<file path="src/rtl/seven_seg_pkg.sv">
// Shared constants for the seven-segment scan driver: segment bit positions
// and the hex-to-segment lookup table (bit 0 = a ... bit 6 = g).
package seven_seg_pkg;

    localparam int SEG_A  = 0;
    localparam int SEG_B  = 1;
    localparam int SEG_C  = 2;
    localparam int SEG_D  = 3;
    localparam int SEG_E  = 4;
    localparam int SEG_F  = 5;
    localparam int SEG_G  = 6;
    localparam int SEG_DP = 7;

    localparam logic [6:0] HEX_SEG [16] = '{
        7'b0111111, 7'b0000110, 7'b1011011, 7'b1001111,
        7'b1100110, 7'b1101101, 7'b1111101, 7'b0000111,
        7'b1111111, 7'b1101111, 7'b1110111, 7'b1111100,
        7'b0111001, 7'b1011110, 7'b1111001, 7'b1110001
    };

endpackage

</file>
<file path="src/rtl/seven_seg_decode.sv">
// Combinational hex nibble plus decimal point to active-high 8-bit segment
// pattern (seg[6:0] = g..a, seg[7] = dp).
module seven_seg_decode
    import seven_seg_pkg::*;
(
    input  logic [3:0] nibble,
    input  logic       dp,
    output logic [7:0] pattern
);

    // Table lookup for a..g, decimal point passed straight through
    always_comb begin
        pattern               = 8'h00;
        pattern[SEG_G:SEG_A]  = HEX_SEG[nibble];
        pattern[SEG_DP]       = dp;
    end

endmodule

</file>
<file path="src/rtl/seven_seg_scan.sv">
// Multiplexed seven-segment scan driver with guard interval, blanking and frame
// strobe. Define SEVEN_SEG_BLINK_EN to build the single-digit blink cursor.
module seven_seg_scan
    import seven_seg_pkg::*;
#(
    parameter int DIGITS       = 4,
    parameter int SLOT_CYCLES  = 1024,
    parameter int GUARD        = 16,
    parameter int BLINK_FRAMES = 64,
    parameter int ACTIVE_LOW   = 0
) (
    input  logic                       clk,
    input  logic                       rst,
    input  logic [4*DIGITS-1:0]        value,
    input  logic [DIGITS-1:0]          dp,
    input  logic [DIGITS-1:0]          blank,
    input  logic [$clog2(DIGITS):0]    sel,
    output logic [7:0]                 seg,
    output logic [DIGITS-1:0]          anode,
    output logic                       frame_tick
);

    localparam int IDX_W = $clog2(DIGITS);
    localparam int SEL_W = IDX_W + 1;
    localparam int P_W   = $clog2(SLOT_CYCLES);
    localparam logic POL = (ACTIVE_LOW != 0) ? 1'b1 : 1'b0;
    localparam logic [7:0]        SEG_OFF   = {8{POL}};
    localparam logic [DIGITS-1:0] ANODE_OFF = {DIGITS{POL}};

    logic [P_W-1:0]    p_r;
    logic [IDX_W-1:0]  idx_r;
    logic [7:0]        seg_r;
    logic [DIGITS-1:0] anode_r;
    logic              frame_tick_r;

    logic              load_s;
    logic              slot_end_s;
    logic              frame_end_s;
    logic              blink_hide_s;
    logic [3:0]        nibble_s;
    logic [7:0]        pattern_s;
    logic [DIGITS-1:0] onehot_s;

    assign load_s      = (p_r == P_W'(GUARD - 1));
    assign slot_end_s  = (p_r == P_W'(SLOT_CYCLES - 1));
    assign frame_end_s = slot_end_s && (idx_r == IDX_W'(DIGITS - 1));
    assign nibble_s    = value[{idx_r, 2'b00} +: 4];

    seven_seg_decode u_decode (
        .nibble  (nibble_s),
        .dp      (dp[idx_r]),
        .pattern (pattern_s)
    );

    // One-hot enable for the digit currently being scanned
    always_comb begin
        onehot_s = {{(DIGITS-1){1'b0}}, 1'b1} << idx_r;
    end

`ifdef SEVEN_SEG_BLINK_EN
    localparam int BF_W = (BLINK_FRAMES > 1) ? $clog2(BLINK_FRAMES) : 1;

    logic [BF_W-1:0] frame_cnt_r;
    logic            ph_r;

    // Blink phase toggles after BLINK_FRAMES completed frames
    always_ff @(posedge clk or posedge rst) begin
        if (rst) begin
            frame_cnt_r <= {BF_W{1'b0}};
            ph_r        <= 1'b1;
        end else if (frame_end_s) begin
            if (frame_cnt_r == BF_W'(BLINK_FRAMES - 1)) begin
                frame_cnt_r <= {BF_W{1'b0}};
                ph_r        <= ~ph_r;
            end else begin
                frame_cnt_r <= frame_cnt_r + {{(BF_W-1){1'b0}}, 1'b1};
            end
        end
    end

    assign blink_hide_s = (sel == SEL_W'(idx_r)) && !ph_r;
`else
    logic unused_sel_s;
    assign unused_sel_s = ^sel;
    assign blink_hide_s = 1'b0;
`endif

    // Slot position and digit index counters
    always_ff @(posedge clk or posedge rst) begin
        if (rst) begin
            p_r   <= {P_W{1'b0}};
            idx_r <= {IDX_W{1'b0}};
        end else if (slot_end_s) begin
            p_r   <= {P_W{1'b0}};
            idx_r <= frame_end_s ? {IDX_W{1'b0}} : idx_r + {{(IDX_W-1){1'b0}}, 1'b1};
        end else begin
            p_r   <= p_r + {{(P_W-1){1'b0}}, 1'b1};
        end
    end

    // Output registers: seg only reloads after the guard, while anodes are off
    always_ff @(posedge clk or posedge rst) begin
        if (rst) begin
            seg_r        <= SEG_OFF;
            anode_r      <= ANODE_OFF;
            frame_tick_r <= 1'b0;
        end else begin
            frame_tick_r <= frame_end_s;
            if (slot_end_s) begin
                anode_r <= ANODE_OFF;
            end else if (load_s) begin
                seg_r   <= pattern_s ^ SEG_OFF;
                anode_r <= (blank[idx_r] || blink_hide_s) ? ANODE_OFF : (onehot_s ^ ANODE_OFF);
            end
        end
    end

    assign seg        = seg_r;
    assign anode      = anode_r;
    assign frame_tick = frame_tick_r;

endmodule

</file>
<file path="config.mk">
export PLATFORM = sky130hd
export DESIGN_NAME = seven_seg_scan
export DESIGN_NICKNAME = d
export VERILOG_FILES = /design/src/rtl/seven_seg_pkg.sv /design/src/rtl/seven_seg_decode.sv /design/src/rtl/seven_seg_scan.sv
export SDC_FILE = /design/constraint.sdc
export NUM_CORES = 1
export LEC_CHECK = 0
export ABC_AREA = 0
export CAP_MARGIN = 10
export CORE_AREA = 10 10 71 84
export DETAILED_ROUTE_END_ITERATION = 16
export DIE_AREA = 0 0 81 94
export MAX_ROUTING_LAYER = met4
export RECOVER_POWER = 25
export SLEW_MARGIN = 10
export SYNTH_ARGS = -nofsm -noshare
export SYNTH_HDL_FRONTEND = slang
export SYNTH_SLANG_ARGS = --single-unit
</file>
<file path="constraint.sdc">
create_clock -name clk -period 2.5 [get_ports clk]
set_input_delay 0.5 -clock clk [delete_from_list [all_inputs] [get_ports clk]]
set_output_delay 0.5 -clock clk [all_outputs]
set_load 0.01 [all_outputs]
</file>
==> summary.txt, run 1 <==
Critical path
  • Worst R2R Setup Slack: 0.34 ns
  • Worst Path Max Fanout: 4
  • CP max stage cell: mux4_2
  • Crit Path Class: in2reg
  • CP endpoint kind: flop
  • Largest stage delay on the critical path: 0.52 ns
  • Data arrival, critical path: 2.43 ns
  • Cells along the critical path: clkdlybuf4s50_1 > mux4_2 > ha_1 > or2_2 > a221oi_1 > a21o_1
  • Reg2Reg Launch Point: p_r[5]$_DFF_PP0_
  • WP data required: 2.71 ns
  • Launch point of the worst path: value[12]
  • CP Launch Type: input pin

Pwr
  • Sequential power share: 53.3%
  • Pwr Density: 399.2 nW/um2
  • Leak Pwr: 0.8693 nW
  • Sw frac: 23.13%
  • Clk pwr share: 30.7%
  • VDD IR max: 0.0002037 V
  • Internal power: 0.0006078 W
  • Combinational share of power: 16.0%
  • Net switching power: 0.0001829 W

Route
  • Met3 wire length: 179 um
  • Wl on met1: 1.480 mm
  • Routed wire length: 3.535 mm
  • Detailed Route Iter0 Violations: 58
  • Vias/cell: 5.009
  • Highest routed layer: met4
  • DRC Markers: 0
  • Met2 WL: 1.827 mm
  • Vias: 1167
  • Routed WL per cell: 15.17 um
  • DR pass1 iterations: 4
  • Final ANT Viol Nets: 0

Cells and area
  • Commonest non-fill, non-tap cell in the layout: clkdlybuf4s50_1
  • Final nets: 219
  • Filler Cells Inserted: 433
  • P&R area growth vs syn: 35.18%
  • Most frequent cells in the layout: clkdlybuf4s50_1, dfrtp_1, nor2_1, ha_1, nand2_1
  • FF/Latch Area: 625.6 um2
  • ANT cells: 0
  • Multi-input gate area: 777.0 um2
  • Share of cells above drive strength 1: 12.99%
  • Finished Core Util: 46.12%

Timing
  • Fin crit share: 88.56%
  • Final-report max-slew violation count: 0
  • Fin worst setup slack: 0.2859 ns
  • RSZ-0062 raised after global routing: no
  • Setup TNS: 0 ns
  • Final Critical Period: 2.214 ns
  • Headroom to the max-slew limit: 9.940%
  • Finish-stage setup viols: 0
  • Worst-margin pin slew: 1.351 ns
  • Clk_skew: 0.005599 ns
  • Hold Vio Cnt, Final: 0
  • Fmax: 451.7 MHz

Floorplan
  • Die outline width: 81 um
  • Initial core utilization: 34.12%
  • CORE AREA: 4294 um2
  • Die Y: 94 um
  • # rows: 26
  • I/O Pins: 42
  • Total Die Area: 7614 um2

Clocking
  • PostCTS Resize Cnt: 0
  • Clk Tree Root Cell: clkbuf_8
  • Postcts setup bufs: 0
  • Worst skew pair latency: 0.27 ns
  • CTS tree: done
  • CTS buffer count: 3
  • Clock tree buffer depth: 2
  • H-Tree Depth: 1
  • Hold Buf Count CTS: 0
  • CTS clk-pin slew, worst paths: 0.09 ns
  • Clk sinks: 25

Synthesis
  • Multiplexer share of the synthesized area: 12.98%
  • Area fraction in compound gates after synthesis: 12.13%
  • Synth warn: 0
  • Yosys top cell by area: dfrtp_1
  • Synth Area in XOR/XNOR: 4.184%
  • Post-Synth Adder-Cell Area: 10.25%
  • Post-synth ARST share: 100.0%
  • Count of cell types in the netlist: 38
  • Post-synth EDFFs: 0
  • Mean Syn Cell Area: 10.93 um2
  • Syn_nets: 175
  • Mapped Cells: 134
  • Largest family of logic cells by synthesized area: simple AND/OR/NAND/NOR gates
  • Synthesized area: 1465 um2
  • Synth top area share: 42.70%
  • Simple-Gate Fraction of Synth Area: 13.49%
  • Register area share after synthesis: 42.70%
  • Main synth FF type: dfrtp_1
  • Seq cells post-synth: 25
  • Largest cells by area after synthesis: dfrtp_1, ha_1, mux4_2

Place
  • Placed wire-length estimate: 2.852 mm
  • Port bufs: 38
  • Gpl congestion: 0.8890
  • Pre-CTS setup slack: 0.01386 ns

Global route
  • Gr usage total: 10.06%
  • Global-route wire length before repair: 5.830 mm
  • Vias in the first global route: 1201
  • Largest net degree at the start of global routing: 26
  • Grt ovf: 0
  • Initial antenna violation count: 0

Job
  • Number of max-cap violations: 0

Min path
  • Worst Hold Launch: seg[4]$_DFFE_PP0P_
  • HP Class: reg2reg

Outcome
  • Status: complete, no violations
==> power groups by stage <==
| stage | Clock, W | Combinational, W | Sequential [W] |
|---|---|---|---|
| after floorplan | 0 | 0.0000472 | 0.000435 |
| after global placement | 0 | 0.000127 | 0.000429 |
| after detailed placement | 0 | 0.000130 | 0.000430 |
| after CTS | 0.000257 | 0.000130 | 0.000422 |
| after global routing | 0.000270 | 0.000139 | 0.000423 |
| final | 0.000243 | 0.000127 | 0.000421 |
==> state kept, by name (all words and copies together), names as in the netlist <==
name        cells
p_r            10
seg             8
anode           4
idx_r           2
frame_tick      1
==> layout make-up <==
class | count | area share [%]
clock buffers | 4 | 2.274
inverters | 7 | 1.327
multi-input cells | 95 | 39.23
flip-flops and latches | 25 | 31.59
well taps | 56 | 3.538
repair buffers | 46 | 22.05
==> worst max-delay path: cells and delay by family <==
family                   cells  cell delay, ns
AND/OR/NAND/NOR              1            0.32
adder cells (fa/ha/maj)      1            0.27
AO/OA/AOI/OAI                2            0.43
buffers and inverters        1            0.39
multiplexers                 1            0.52
==> logic make-up after synthesis <==
| logic type | Yosys count |
|---|---|
| AO/OA/AOI/OAI | 24 |
| XOR/XNOR | 7 |
| adder cells (fa/ha/maj) | 12 |
| buffers and inverters | 14 |
| flip-flops | 25 |
| multiplexers | 11 |
| AND/OR/NAND/NOR | 41 |
==> cell usage after synthesis (4+ instances only) <==
cell,n
dfrtp_1,25
nand2_1,10
clkbuf_1,4
nor2_1,13
xnor2_1,4
ha_1,12
mux4_2,6
a22oi_1,4
mux2_2,4
nand3_1,4
inv_1,7
==> routing by layer <==
metal	up-vias	track usage [%]
li1	557	-
met1	578	10.38
met2	28	17.62
met3	4	2.395
met4	0	4.335
met5	-	-
==> per-stage QoR <==
step | hold WS (ns) | total power, W | std cells | area, um2
after CTS | 0.4896 | 0.0008086 | 233 | 1984
final | 0.4811 | 0.0007907 | 233 | 1981
after detailed placement | 0.4681 | 0.0005597 | 229 | 1939
after global routing | 0.5163 | 0.0008315 | 233 | 1981
after global placement | 0.4673 | 0.0005560 | 229 | 1939
after floorplan | 0.4552 | 0.0004818 | 134 | 1465
==> path summary, 6_finish.rpt <==
kind | end | depth (start not counted)
worst min-delay path | seg[4]$_DFFE_PP0P_ | 2
worst max-delay path | seg[3]$_DFFE_PP0P_ | 6
worst max register to register | seg[6]$_DFFE_PP0P_ | 5
min in group asynchronous | seg[6]$_DFFE_PP0P_ | 3
worst min register to register | seg[4]$_DFFE_PP0P_ | 2
max in group asynchronous | p_r[6]$_DFF_PP0_ | 3
(Power assumes the default switching activity.)
==> run 2, diff against run 1 <==
- SLEW_MARGIN: 10 -> default
==> results of run 2 <==
The final DEF is identical to that of run 1; final timing and power are the same.
